File: src/rtl/iwishbone_mem_responder.sv
// Wishbone B4 classic instruction-memory responder with programmable wait states.
// Define IWB_RESP_PREFETCH_EN to add a one-word sequential prefetch buffer.
module iwishbone_mem_responder #(
  parameter int          MEM_ADDR_W  = 12,
  parameter logic [31:0] BASE_ADDR   = 32'h8000_0000,
  parameter int          WAIT_STATES = 0
) (
  input  logic                  clk,
  input  logic                  rst,
  input  logic                  wb_cyc,
  input  logic                  wb_stb,
  input  logic                  wb_we,
  input  logic [29:0]           wb_adr,
  input  logic [3:0]            wb_sel,
  output logic [31:0]           wb_dat_o,
  output logic                  wb_ack,
  output logic                  wb_err,
  output logic                  mem_en,
  output logic [MEM_ADDR_W-1:0] mem_addr,
  input  logic [31:0]           mem_rdata,
  input  logic                  inv,
  output logic                  busy
);

  localparam int                TAG_W    = 30 - MEM_ADDR_W;
  localparam logic [TAG_W-1:0]  BASE_TAG = BASE_ADDR[31:MEM_ADDR_W+2];
  localparam logic [3:0]        WS_LOAD  = (WAIT_STATES > 0) ? 4'(WAIT_STATES - 1) : 4'd0;

`ifdef IWB_RESP_PREFETCH_EN
  typedef enum logic [2:0] {IDLE, WAIT, READ, RESP, ERR, PF_ISSUE, PF_CAP} state_t;
`else
  typedef enum logic [2:0] {IDLE, WAIT, READ, RESP, ERR} state_t;
`endif

  state_t                state_q, state_d;
  logic [3:0]            cnt_q, cnt_d;
  logic [31:0]           dat_q, dat_d;
  logic                  ack_q, ack_d;
  logic                  err_q, err_d;
  logic                  mem_en_c;
  logic [MEM_ADDR_W-1:0] mem_addr_c;
  logic                  req;

  function automatic logic in_range(input logic [29:0] a);
    return a[29:MEM_ADDR_W] == BASE_TAG;
  endfunction

  assign req = wb_cyc & wb_stb;

`ifdef IWB_RESP_PREFETCH_EN
  logic        pf_valid_q, pf_valid_d;
  logic [29:0] pf_addr_q, pf_addr_d;
  logic [31:0] pf_data_q, pf_data_d;
  logic [29:0] adr_q, adr_d;
  logic [29:0] pf_nxt;
  logic        pf_hit;
  logic        unused_ok;

  assign pf_nxt    = adr_q + 30'd1;
  assign pf_hit    = pf_valid_q & ~inv & ~wb_we & (wb_adr == pf_addr_q);
  assign unused_ok = ^wb_sel;
`else
  logic unused_ok;
  assign unused_ok = ^{wb_sel, inv};
`endif

  always_comb begin
    state_d    = state_q;
    cnt_d      = cnt_q;
    dat_d      = dat_q;
    mem_en_c   = 1'b0;
    mem_addr_c = wb_adr[MEM_ADDR_W-1:0];
`ifdef IWB_RESP_PREFETCH_EN
    pf_valid_d = pf_valid_q;
    pf_addr_d  = pf_addr_q;
    pf_data_d  = pf_data_q;
    adr_d      = adr_q;
`endif
    unique case (state_q)
      IDLE: begin
        if (req) begin
          if (wb_we | ~in_range(wb_adr)) begin
            state_d = ERR;
`ifdef IWB_RESP_PREFETCH_EN
          end else if (pf_hit) begin
            dat_d   = pf_data_q;
            state_d = RESP;
`endif
          end else if (WAIT_STATES == 0) begin
            mem_en_c = 1'b1;
            state_d  = READ;
          end else begin
            cnt_d   = WS_LOAD;
            state_d = WAIT;
          end
        end
      end
      WAIT: begin
        if (!wb_cyc) begin
          state_d = IDLE;
        end else if (cnt_q == 4'd0) begin
          mem_en_c = 1'b1;
          state_d  = READ;
        end else begin
          cnt_d = cnt_q - 4'd1;
        end
      end
      READ: begin
        // Dropping cyc here discards the SRAM word already fetched.
        if (!wb_cyc) begin
          state_d = IDLE;
        end else begin
          dat_d   = mem_rdata;
          state_d = RESP;
        end
      end
      RESP: begin
        state_d = IDLE;
`ifdef IWB_RESP_PREFETCH_EN
        if (in_range(pf_nxt)) state_d = PF_ISSUE;
`endif
      end
      ERR: state_d = IDLE;
`ifdef IWB_RESP_PREFETCH_EN
      PF_ISSUE: begin
        mem_en_c   = 1'b1;
        mem_addr_c = pf_nxt[MEM_ADDR_W-1:0];
        state_d    = PF_CAP;
      end
      PF_CAP: begin
        pf_data_d  = mem_rdata;
        pf_addr_d  = pf_nxt;
        pf_valid_d = 1'b1;
        state_d    = IDLE;
      end
`endif
      default: state_d = IDLE;
    endcase
`ifdef IWB_RESP_PREFETCH_EN
    if (state_q == IDLE && req) begin
      adr_d = wb_adr;
      if (!pf_hit) pf_valid_d = 1'b0;
    end
    // Invalidation wins over a capture landing in the same cycle.
    if (inv) pf_valid_d = 1'b0;
`endif
    ack_d = (state_d == RESP);
    err_d = (state_d == ERR);
  end

  always_ff @(posedge clk or posedge rst) begin
    if (rst) begin
      state_q <= IDLE;
      cnt_q   <= 4'd0;
      dat_q   <= 32'd0;
      ack_q   <= 1'b0;
      err_q   <= 1'b0;
    end else begin
      state_q <= state_d;
      cnt_q   <= cnt_d;
      dat_q   <= dat_d;
      ack_q   <= ack_d;
      err_q   <= err_d;
    end
  end

`ifdef IWB_RESP_PREFETCH_EN
  always_ff @(posedge clk or posedge rst) begin
    if (rst) pf_valid_q <= 1'b0;
    else     pf_valid_q <= pf_valid_d;
  end

  always_ff @(posedge clk) begin
    pf_addr_q <= pf_addr_d;
    pf_data_q <= pf_data_d;
    adr_q     <= adr_d;
  end
`endif

  assign wb_dat_o = dat_q;
  assign wb_ack   = ack_q;
  assign wb_err   = err_q;
  assign mem_en   = mem_en_c & ~rst;
  assign mem_addr = mem_addr_c;
  assign busy     = (state_q != IDLE);

endmodule

File: config.mk
export PLATFORM = sky130hd
export DESIGN_NAME = iwishbone_mem_responder
export DESIGN_NICKNAME = d
export VERILOG_FILES = /design/src/rtl/iwishbone_mem_responder.sv
export SDC_FILE = /design/constraint.sdc
export NUM_CORES = 1
export LEC_CHECK = 0
export CORE_MARGIN = 2
export CORE_UTILIZATION = 35
export CTS_CLUSTER_SIZE = 20
export DETAILED_ROUTE_END_ITERATION = 7
export HOLD_SLACK_MARGIN = 0.02
export PLACE_DENSITY = 0.88
export SETUP_SLACK_MARGIN = 0.3
export SLEW_MARGIN = 10
export SYNTH_ARGS = -nofsm -noshare
export SYNTH_HDL_FRONTEND = slang
export SYNTH_SLANG_ARGS = --single-unit
File: constraint.sdc
create_clock -name clk -period 2.2 [get_ports clk]
set_input_delay 0.22 -clock clk [delete_from_list [all_inputs] [get_ports clk]]
set_output_delay 0.22 -clock clk [all_outputs]
set_load 0.03 [all_outputs]
## Word-level counts from Yosys, hierarchy flattened

Index checks and enable logic that the tools add are counted.

| cells by class | value |
|---|---|
| bitwise operators | 6 |
| reductions and logical operators | 5 |
| add/subtract/negate cells | 1 |
| multiplexer cells | 11 |
| eq/ne operators | 5 |

Operators by type and width:

| cell | number |
|---|---|
| $eq A18 B18 Y1 const B | 1 |
| $mux W3 | 4 |
| $pmux W3 S3 | 1 |
| $eq A3 B2 Y1 const B | 2 |
| $logic_not A4 Y1 | 1 |
| $mux W1 | 4 |
| $sub A4 B1 Y4 const B | 1 |
| $eq A3 B1 Y1 const B | 1 |
| $eq A3 B3 Y1 const B | 1 |
| $logic_not A3 Y1 | 1 |
| $not A1 Y1 | 3 |
| $reduce_and A3 Y1 | 1 |
| $reduce_bool A3 Y1 | 1 |
| $and A1 B1 Y1 | 2 |
| $mux W2 | 1 |
| $pmux W1 S2 | 1 |
| $reduce_and A2 Y1 | 1 |
| $or A1 B1 Y1 | 1 |

| storage, ports and cells | value |
|---|---|
| bits in registers | 41 |
| word-level logic and storage cells | 33 |
| bits of input ports | 72 |

## Longest topological paths before layout

Gate-level depths: netlist (run 1).

| logic depth | value |
|---|---|
| depth in word-level cells | 7 |
| mapped depth | 5 |
| mapped depth without buffers | 5 |

## Worst setup path after synthesis (run 1)

OpenSTA, ideal clock, no wires.

| timing path | value |
|---|---|
| path kind | input-to-output |
| start | in rst |
| end | out mem_en |
| arrival time | 1.793 ns |
| required time | 1.980 ns |
| path slack | 0.187 ns |
| stages | 3 |
| cells stage by stage | inv_1 nand4_1 o22ai_1 |

| between the ends | value |
|---|---|
| longest elaborated chain between the ends | 2 |

Ends and longest elaborated chain:

| item | line | text |
|---|---|---|
| start: declaration | 9 | `input logic rst,` |
| $not A1 Y1 | 183 | `assign mem_en = mem_en_c & ~rst;` |
| $and A1 B1 Y1 | 183 |  |
| end: declaration | 18 | `output logic mem_en,` |

No other way between the ends.

## Worst setup path in the final report (run 1)

| timing path | value |
|---|---|
| start | reg cnt_q[0] |
| end | out mem_en |

| between the ends | value |
|---|---|
| longest elaborated chain between the ends | 5 |

Ends and longest elaborated chain:

| item | line | text |
|---|---|---|
| start: declaration | 36 | `logic [3:0] cnt_q, cnt_d;` |
| start signal: assignment | 160 | `cnt_q <= cnt_d;` |
| $logic_not A4 Y1 | 101 | `end else if (cnt_q == 4'd0) begin` |
| $mux W1 | 101 |  |
| $mux W1 | 99 | `if (!wb_cyc) begin` |
| $pmux W1 S2 | 79 | `unique case (state_q)` |
| $and A1 B1 Y1 | 183 |  |

No other way between the ends.

==> run summary, run 1 <==
The flow ran to the end, and the final reports show no timing, DRC or antenna violations. In the final design database the tool counted 282 nets. For flop-to-flop paths, the worst setup slack is 0.67 ns. Of the available clock period, the critical path in the final layout requires 82.1%. The worst hold path passes through 0 cells. For the pin with the worst max-slew slack, the measured transition is 0.522 ns. Measured in cells, the most critical reg-to-reg path has a length of 4. The detail route stage leaves a number of antenna-violating nets equal to 0.

Pin placement for this block handled 120 I/O pins. The maximum number of pins on one net before global-route repair was 42; the switching component of the power was 282 uW. By area the synthesized netlist is led by sky130_fd_sc_hd__dfrtp_1, sky130_fd_sc_hd__mux2_4, sky130_fd_sc_hd__buf_4.

The number of unique standard cell types used by synthesis is 28, and the post-layout utilization of the core is 56.3%. The layout-stage area growth over the synthesis result works out to 54.8%. After detailed routing, the average wire length per cell comes to 14.2 um. The maximum vdd ir drop was 217 uV; the total wire length after detailed routing was 3950 um. Of the total power, the clock network draws 39.0%.

The total area inside the core boundary comes to 5140 um^2. The share of synthesized area in the top cell type comes to 54.8%. Setup repair after global routing left no endpoint under its margin. The logs give 0 for the number of pins exceeding their max-slew limit in the final report and 1870 um^2 for the combined area of all synthesized cells.

For this design the static power due to leakage is 0.00138 uW. The chip width is 77.1 um, and the max-slew headroom at the worst pin is 65.2%. The final standard cell count with taps included and fillers excluded came out at 279. Detailed routing inserted a total of 1286 vias.

The logs give 0 for the final number of hold-violating endpoints and 0 for the number of setup violations in the final report. The post-synthesis cell type with the largest combined area is sky130_fd_sc_hd__dfrtp_1. The logs give 0.28 ns for the insertion delay of the later-clocked pin in the worst-skew pair and 2 for the number of H-tree levels. Number of sinks driven by the clock tree: 41. The synthesized design contains 41 register bits. In this run the critical register-to-register path is launched from state_q[0]. Subtracting the final worst setup slack from the clock period gives 1.81 ns. The number of clock buffers added by TritonCTS is 5. Data on the critical path is required at its endpoint by 1.98 ns. TritonCTS built the clock tree. Type of the setup path with the least slack: reg2out.

The internal power of the cells totals 1180 uW. In this run, placement finished with an instance count of 272. The via count of the first global-routing pass was 1310. Buffers inserted to repair hold after CTS numbered 0. The buffer cell driving the clock tree root was sky130_fd_sc_hd__clkbuf_8.

The run gives 0 as the total grt overflow. The proportion of synthesized chip area in sequential cells came out at 54.8%. The fraction of power spent switching nets was 19.3%; the number of cells produced by synthesis was 124.

For the final routed database, the setup TNS stands at 0 ns. The worst setup path is captured at an output port. The via density per instance is 4.61. Each instance of the synthesized netlist takes up on average 15.1 um^2.

The initial antenna violation count was 0. The run gives 2930 um as the detailed placement HPWL. The max-capacitance violation count came out at 0. The first TritonRoute pass finished after 4 iterations. The tools report the placer congestion estimate as 0.671.

The startpoint kind of the worst setup timing path was a flop. The logs give 24 for the detailed router's first-iteration violation count and 5950 um^2 for the full die area. For the number of warnings reported in the yosys synthesis log, the log shows 0. Hold timing on the final database bottoms out at a slack of 0.440 ns. Of the cells placed in the final design, the portion with a size suffix greater than 1 is 26.3%. For hold timing, the worst endpoint is mem_addr[10]. In the global route stage, overall resource usage came out at 13.6%. In this run the power density over the cells is 505 nW/um^2. After clock tree synthesis, the clock-pin slew on the worst setup and hold paths is 0.07 ns. The final setup skew was 0.00406 ns; the die height was 77.1 um. The logs give 2 for the maximum clock path buffer count and 0 for the number of antenna diodes. Path type of the worst min-delay path: in2out. Timing would allow up to 0.554 GHz. Combinational logic burns 9.2% of the power.

In this run the most critical hold path is launched from wb_adr[10]. In this run the worst path has a maximum fanout of 3. The arrival time at the worst endpoint was 1.59 ns; the wire length of the first global-routing pass was 6330 um.

Counting every net in the synthesized netlist gives 197. During placement, the flow inserted port buffers numbering 90. Initial standard-cell utilization of the core: 36.4%.

The worst register-to-register path ends at wb_dat_o[28]. Cell row count: 26. In the routed design, unresolved DRC markers number 0. The run gives 51.8% as the sequential group share of total power.
==> area by class of cell <==
class / instances / area, um^2
clock buffer: 5 / 68.8
clock inverter: 2 / 35.0
fill: 454 / 2240
inverter: 4 / 18.8
multi-input combinational: 64 / 738
sequential: 41 / 1030
tap: 70 / 87.6
timing repair buffer: 93 / 920
==> cells by family after synthesis <==
family / count (synthesis) / synth area share, %
compound gates: 4 / 1.81
xor+xnor: 2 / 0.937
fa+ha+maj: 1 / 0.669
buf+inv: 19 / 7.42
flops: 41 / 54.8
mux: 34 / 25.8
simple gates: 23 / 8.49
==> power by group through the flow <==
| stage | Combinational, uW | Clock, uW | Sequential, uW |
|---|---|---|---|
| CTS | 136 | 594 | 756 |
| global route | 146 | 632 | 757 |
| global placement | 133 | 0 | 771 |
| detailed placement | 136 | 0 | 771 |
| finish | 135 | 571 | 757 |
| floorplan | 64.8 | 0 | 773 |
==> critical path: stages, from the launching register on <==
cell	delay, ns
sky130_fd_sc_hd__dfrtp_1	0.38
sky130_fd_sc_hd__inv_1	0.09
sky130_fd_sc_hd__ha_1	0.18
sky130_fd_sc_hd__nor3b_4	0.22
sky130_fd_sc_hd__nand2_1	0.11
sky130_fd_sc_hd__o22ai_2	0.15
sky130_fd_sc_hd__buf_4	0.18
==> sequential cells by signal, summed over array words and instances, names as in the netlist <==
register and flops:
wb_ack 1, wb_dat_o 32, wb_err 1, state_q 3, cnt_q 4
==> worst max-delay path by stage <==
stage	startpoint	to	slack, ns
after floorplan	state_q[1]	mem_en	0.54
after global placement	wb_cyc	mem_en	0.28
after detailed placement	wb_cyc	mem_en	0.26
after CTS	state_q[1]	mem_en	0.35
after global routing	cnt_q[0]	mem_en	0.28
final	cnt_q[0]	mem_en	0.39
==> Yosys cell counts (all sizes together) <==
cell,number
ha,1
inv,4
nand3,2
nor4b,1
buf,15
nand2,4
mux2,33
xor2,1
and3b,1
o22ai,1
nand4,2
nor2,1
o21ba,2
or3,1
mux2i,1
o211ai,1
nor2b,1
nand2b,1
nor4,4
and4bb,1
xnor2,1
and2b,1
dfrtp,41
nor3b,2
nor3,1
==> metrics by stage <==
stage | worst slack (ns) | power, uW | instance area (um^2)
2_1_floorplan | 0.538 | 838 | 1870
4_1_cts | 0.347 | 1490 | 2870
3_3_place_gp | 0.277 | 904 | 2760
6_report | 0.394 | 1460 | 2900
3_5_place_dp | 0.260 | 907 | 2760
5_1_grt | 0.279 | 1540 | 2900
==> layer usage <==
layer	global-route usage [%]	part of all wire, %	wire [um]
met1	17.5	43	1690
met2	21.8	50	1970
met3	3.41	6.7	264
met4	5.89	0.58	23
met5	0	0	0
==> placed cells by master, fill, tap and decap left out, types with 3 or more instances in the layout <==
master / Yosys / routed
sky130_fd_sc_hd__clkdlybuf4s50_1: 0 / 88
sky130_fd_sc_hd__nor4_1: 4 / 4
sky130_fd_sc_hd__nand2_1: 4 / 4
sky130_fd_sc_hd__mux2_4: 27 / 27
sky130_fd_sc_hd__dfrtp_1: 41 / 40
sky130_fd_sc_hd__inv_1: 4 / 3
sky130_fd_sc_hd__mux2_2: 6 / 6
sky130_fd_sc_hd__clkbuf_8: 0 / 5
sky130_fd_sc_hd__buf_4: 12 / 4
==> repair_timing <==
item,in CTS,in global routing
resized for setup,3,4
cloned,0,0
endpoints found under the setup margin,2,1
pin swaps,0,0
setup buffers,0,0
No activity file was read; power rests on OpenSTA's default activity.
==> inputs of run 2 (changes only) <==
clock period = 1.82 ns   (was 2.2 ns; I/O delays follow)
==> run 2 against run 1 <==
Die area unchanged. Sequential power up 21%. Critical endpoint unchanged. Sequential share of layout area down 2.2 points. Highest routed layer unchanged. Register-to-register slack worse by 0.50 ns. Wire length up 2.1%. Core utilization up 3.7 points. First-iteration DRC count down 17%. Critical path depth down 2. Power up 25%.
==> run summary, run 2 (same netlist as run 1, synthesis figures left out) <==
The run finished with clean final reports. Sum of buffers and inverters on the critical path: 1 (-1). The number of pins exceeding their max-slew limit in the final report was 0 (unchanged). Detailed router's first-iteration violation count: 20 (-17%).

Among all stages on the critical path, the largest delay is contributed by sky130_fd_sc_hd__dfrtp_2. For the insertion delay of the later-clocked pin in the worst-skew pair, the log shows 0.28 ns (about the same). Derived from the worst setup path, the maximum achievable clock frequency is 0.596 GHz. The tools report the wire length of the first global-routing pass as 6730 um (+6.3%).

The area occupied by multi-input gates is 757 um^2 (+2.5%). The path class of the tightest hold or removal check is in2out. The run gives 293 (+3.9%) as the final net count. For the cell row count, the log shows 26 (unchanged). Global-route total usage across every layer: 14.5% (+0.86 points).

The worst register-to-register path ends at state_q[1]. The run gives 0.00465 ns (+0.000588 ns) as the final setup skew. In the layout the commonest cells are sky130_fd_sc_hd__clkdlybuf4s50_1, sky130_fd_sc_hd__dfrtp_1, sky130_fd_sc_hd__mux2_4, sky130_fd_sc_hd__dlymetal6s2s_1, sky130_fd_sc_hd__buf_4.

Maximum number of pins on one net before global-route repair: 42 (unchanged). Cell depth of the worst setup path: 4 (-2). For the max-capacitance violation count, the log shows 0 (unchanged). Walking the worst path, the cells encountered are nor4b_4 -> nand4_1 -> o22ai_2 -> buf_6. The minimum clock period was 1.68 ns; the via count of the first global-routing pass was 1403 (+7.1%).

The logs give 1480 uW (+25%) for the internal power and 0 (unchanged) for the number of setup violations in the final report. The biggest fanout along the worst timing path came out at 4 (+1). The power density over the cells is 593 nW/um^2 (+17%), and the clock network fraction of design power is 41.0% (+2.0 points). The share of final-layout standard cells stronger than drive strength 1 was 32.6% (+6.3 points).

The cell sitting at the root of the clock tree is a sky130_fd_sc_hd__clkbuf_8. The run gives 5950 um^2 (unchanged) as the full die area. STA classifies the critical path endpoint as an output port.

The via density per instance is 4.58 (-0.62%). Total wire length after detailed routing: 4030 um (+2.1%). The count of buffers from port buffering is 90 (unchanged), and the sequential group share of total power is 50.0% (-1.8 points).

The fraction of power spent switching nets is 19.3% (+0.023 points). The number of fill cells in the layout came out at 433 (-4.6%). STA classifies the critical path startpoint as a flop. For the number of H-tree levels, the log shows 2 (unchanged). For the count of antenna-violating nets left after detailed routing, the log shows 0 (unchanged). The type of the setup path with the least slack was reg2out. Setup repair after global routing could not meet its margin everywhere.

The setup slack of the most critical reg-to-reg path was 0.17 ns (-0.50 ns); the chip width was 77.1 um (unchanged). The logs give 0 (unchanged) for the number of antenna diodes and 0 (unchanged) for the initial antenna violation count. The met1 global-route usage was 17.0% (-0.52 points). The detail-routed net length per standard cell was 13.9 um (-2.2%); the placeable core region was 5140 um^2 (unchanged).

The run gives 2 (unchanged) as the maximum clock path buffer count. The number of placed I/O pins was 120 (unchanged); the worst hold path cell count was 0 (unchanged). The combinational group share of total power was 8.9% (-0.3 points).

The fraction of met2 tracks used by global routing is 25.0% (+3.2 points). The number of buffers added to fix hold violations after cts was 0 (unchanged); the number of flip-flops in the largest register was 32 (unchanged). The die height was 77.1 um (unchanged). Design area: 3080 um^2 (+6.5%). For the post-layout utilization of the core, the log shows 60.0% (+3.7 points).

The tools report the worst reg2reg path startpoint as cnt_q[0]. Number of buffers created by CTS: 5 (unchanged). The clock-pin slew reported for the worst setup and hold paths after clock tree synthesis was 0.07 ns (about the same); the placer congestion estimate was 0.655 (-2.3%). For the final number of hold-violating endpoints, the log shows 0 (unchanged). Total design power: 1830 uW (+25%). Initial standard-cell utilization of the core: 36.4% (unchanged). The kind of cell with the highest combined delay along the critical path is simple AND/OR/NAND/NOR gates.

TritonCTS built the clock tree. The remaining routing DRC violations came out at 0 (unchanged). The max-slew headroom at the worst pin came out at 66.3% (+1.1 points). Destination of the critical timing path: mem_en. The maximum vdd ir drop is 421 uV (+94%), and the number of iterations in the first detailed-routing pass is 3 (-1).

Maximum cell stage delay along the critical path: 0.44 ns (+0.06 ns). The worst reg2reg path depth came out at 10 (+6). Tracing the worst setup path back leads to its startpoint at state_q[1].

For the total number of vias, the log shows 1333 (+3.7%). The met3 global-route usage is 4.47% (+1.1 points), and the transition time at the pin with the least slew margin is 0.506 ns (-0.0161 ns). Reported leakage power: 0.00189 uW (+37%).

The switching component of the power was 353 uW (+25%). The logs give 2790 um^2 (+1.1%) for the total cell area at the placement stage and 0 (unchanged) for the total grt overflow. The fraction of the cycle the final worst path needs was 92.2%. Final standard cell count with taps included and fillers excluded: 291 (+4.3%).

The highest-utilization routing layer at the global route stage was met2. For the data required time at the worst endpoint, the log shows 1.64 ns (-0.34 ns). The layout-stage area growth over the synthesis result came out at 64.8%. Register area: 1030 um^2 (unchanged). The final setup TNS is 0 ns (unchanged). The arrival time at the worst endpoint came out at 1.50 ns (-0.09 ns).

Detailed placement HPWL: 2970 um (+1.4%). The run gives 41 (unchanged) as the number of sinks driven by the clock tree. Leaving out fill and tap cells, the most frequent cell in the layout is sky130_fd_sc_hd__clkdlybuf4s50_1.

The post-placement cell count was 272 (unchanged).
-- run 2: changes by cell type in the layout (fill, tap and decap cells not counted), sizes merged --
cell / previous run / this run
dlymetal6s2s: 0 / 21
dlygate4sd2: 1 / 11
buf: 4 / 16
clkinv: 1 / 0
clkinvlp: 1 / 2
clkdlybuf4s50: 88 / 56
clkbuf: 5 / 6
-- run 2: worst min-delay path by stage --
stage,from,endpoint,slack [ns]
2_1_floorplan,rst,cnt_q[0],0.17
3_3_place_gp,wb_adr[1],mem_addr[1],0.36
3_5_place_dp,wb_adr[1],mem_addr[1],0.36
4_1_cts,wb_adr[1],mem_addr[1],0.36
5_1_grt,wb_adr[7],mem_addr[7],0.36
6_report,wb_adr[0],mem_addr[0],0.36
-- run 2: layer usage --
layer / part of all wire [%] / wire length, um
met4: 1.5 / 61
met2: 50 / 2020
met3: 6.9 / 277
met1: 42 / 1680
met5: 0 / 0
-- run 2: power by group through the flow --
| stage | Combinational, uW | Sequential, uW | Clock, uW |
|---|---|---|---|
| 2_1_floorplan | 78.3 | 935 | 0 |
| 3_3_place_gp | 160 | 932 | 0 |
| 3_5_place_dp | 164 | 932 | 0 |
| 4_1_cts | 166 | 915 | 783 |
| 5_1_grt | 178 | 915 | 825 |
| 6_report | 163 | 915 | 750 |
-- run 2: cell type report --
type | count | share of cell area (%)
sequential | 41 | 33.3
multi-input combinational | 64 | 24.6
timing repair buffer | 104 | 34.8
tap | 70 | 2.84
clock inverter | 2 | 1.22
inverter | 4 | 0.609
clock buffer | 6 | 2.68
-- run 2: worst reg2reg max path: cells and delay by family (launching register included) --
family | cells | cell delay (ns)
adder cells (fa/ha/maj) | 1 | 0.13
buffers and inverters | 6 | 0.69
flip-flops | 1 | 0.39
AO/OA/AOI/OAI | 1 | 0.08
AND/OR/NAND/NOR | 2 | 0.28
-- run 2: per-stage QoR --
step	setup slack (ns)	hold slack, ns
after floorplan	0.371	0.171
after global placement	-0.0178	0.364
after detailed placement	-0.0431	0.364
after CTS	0.0899	0.364
after global routing	0.0411	0.364
final	0.142	0.364
-- run 2: what timing repair did --
item | 4_1_cts | 5_1_grt
pin swaps | 4 | 3
resized for setup | 24 | 28
buffers inserted | 10 | 1
setup endpoints to repair | 13 | 24
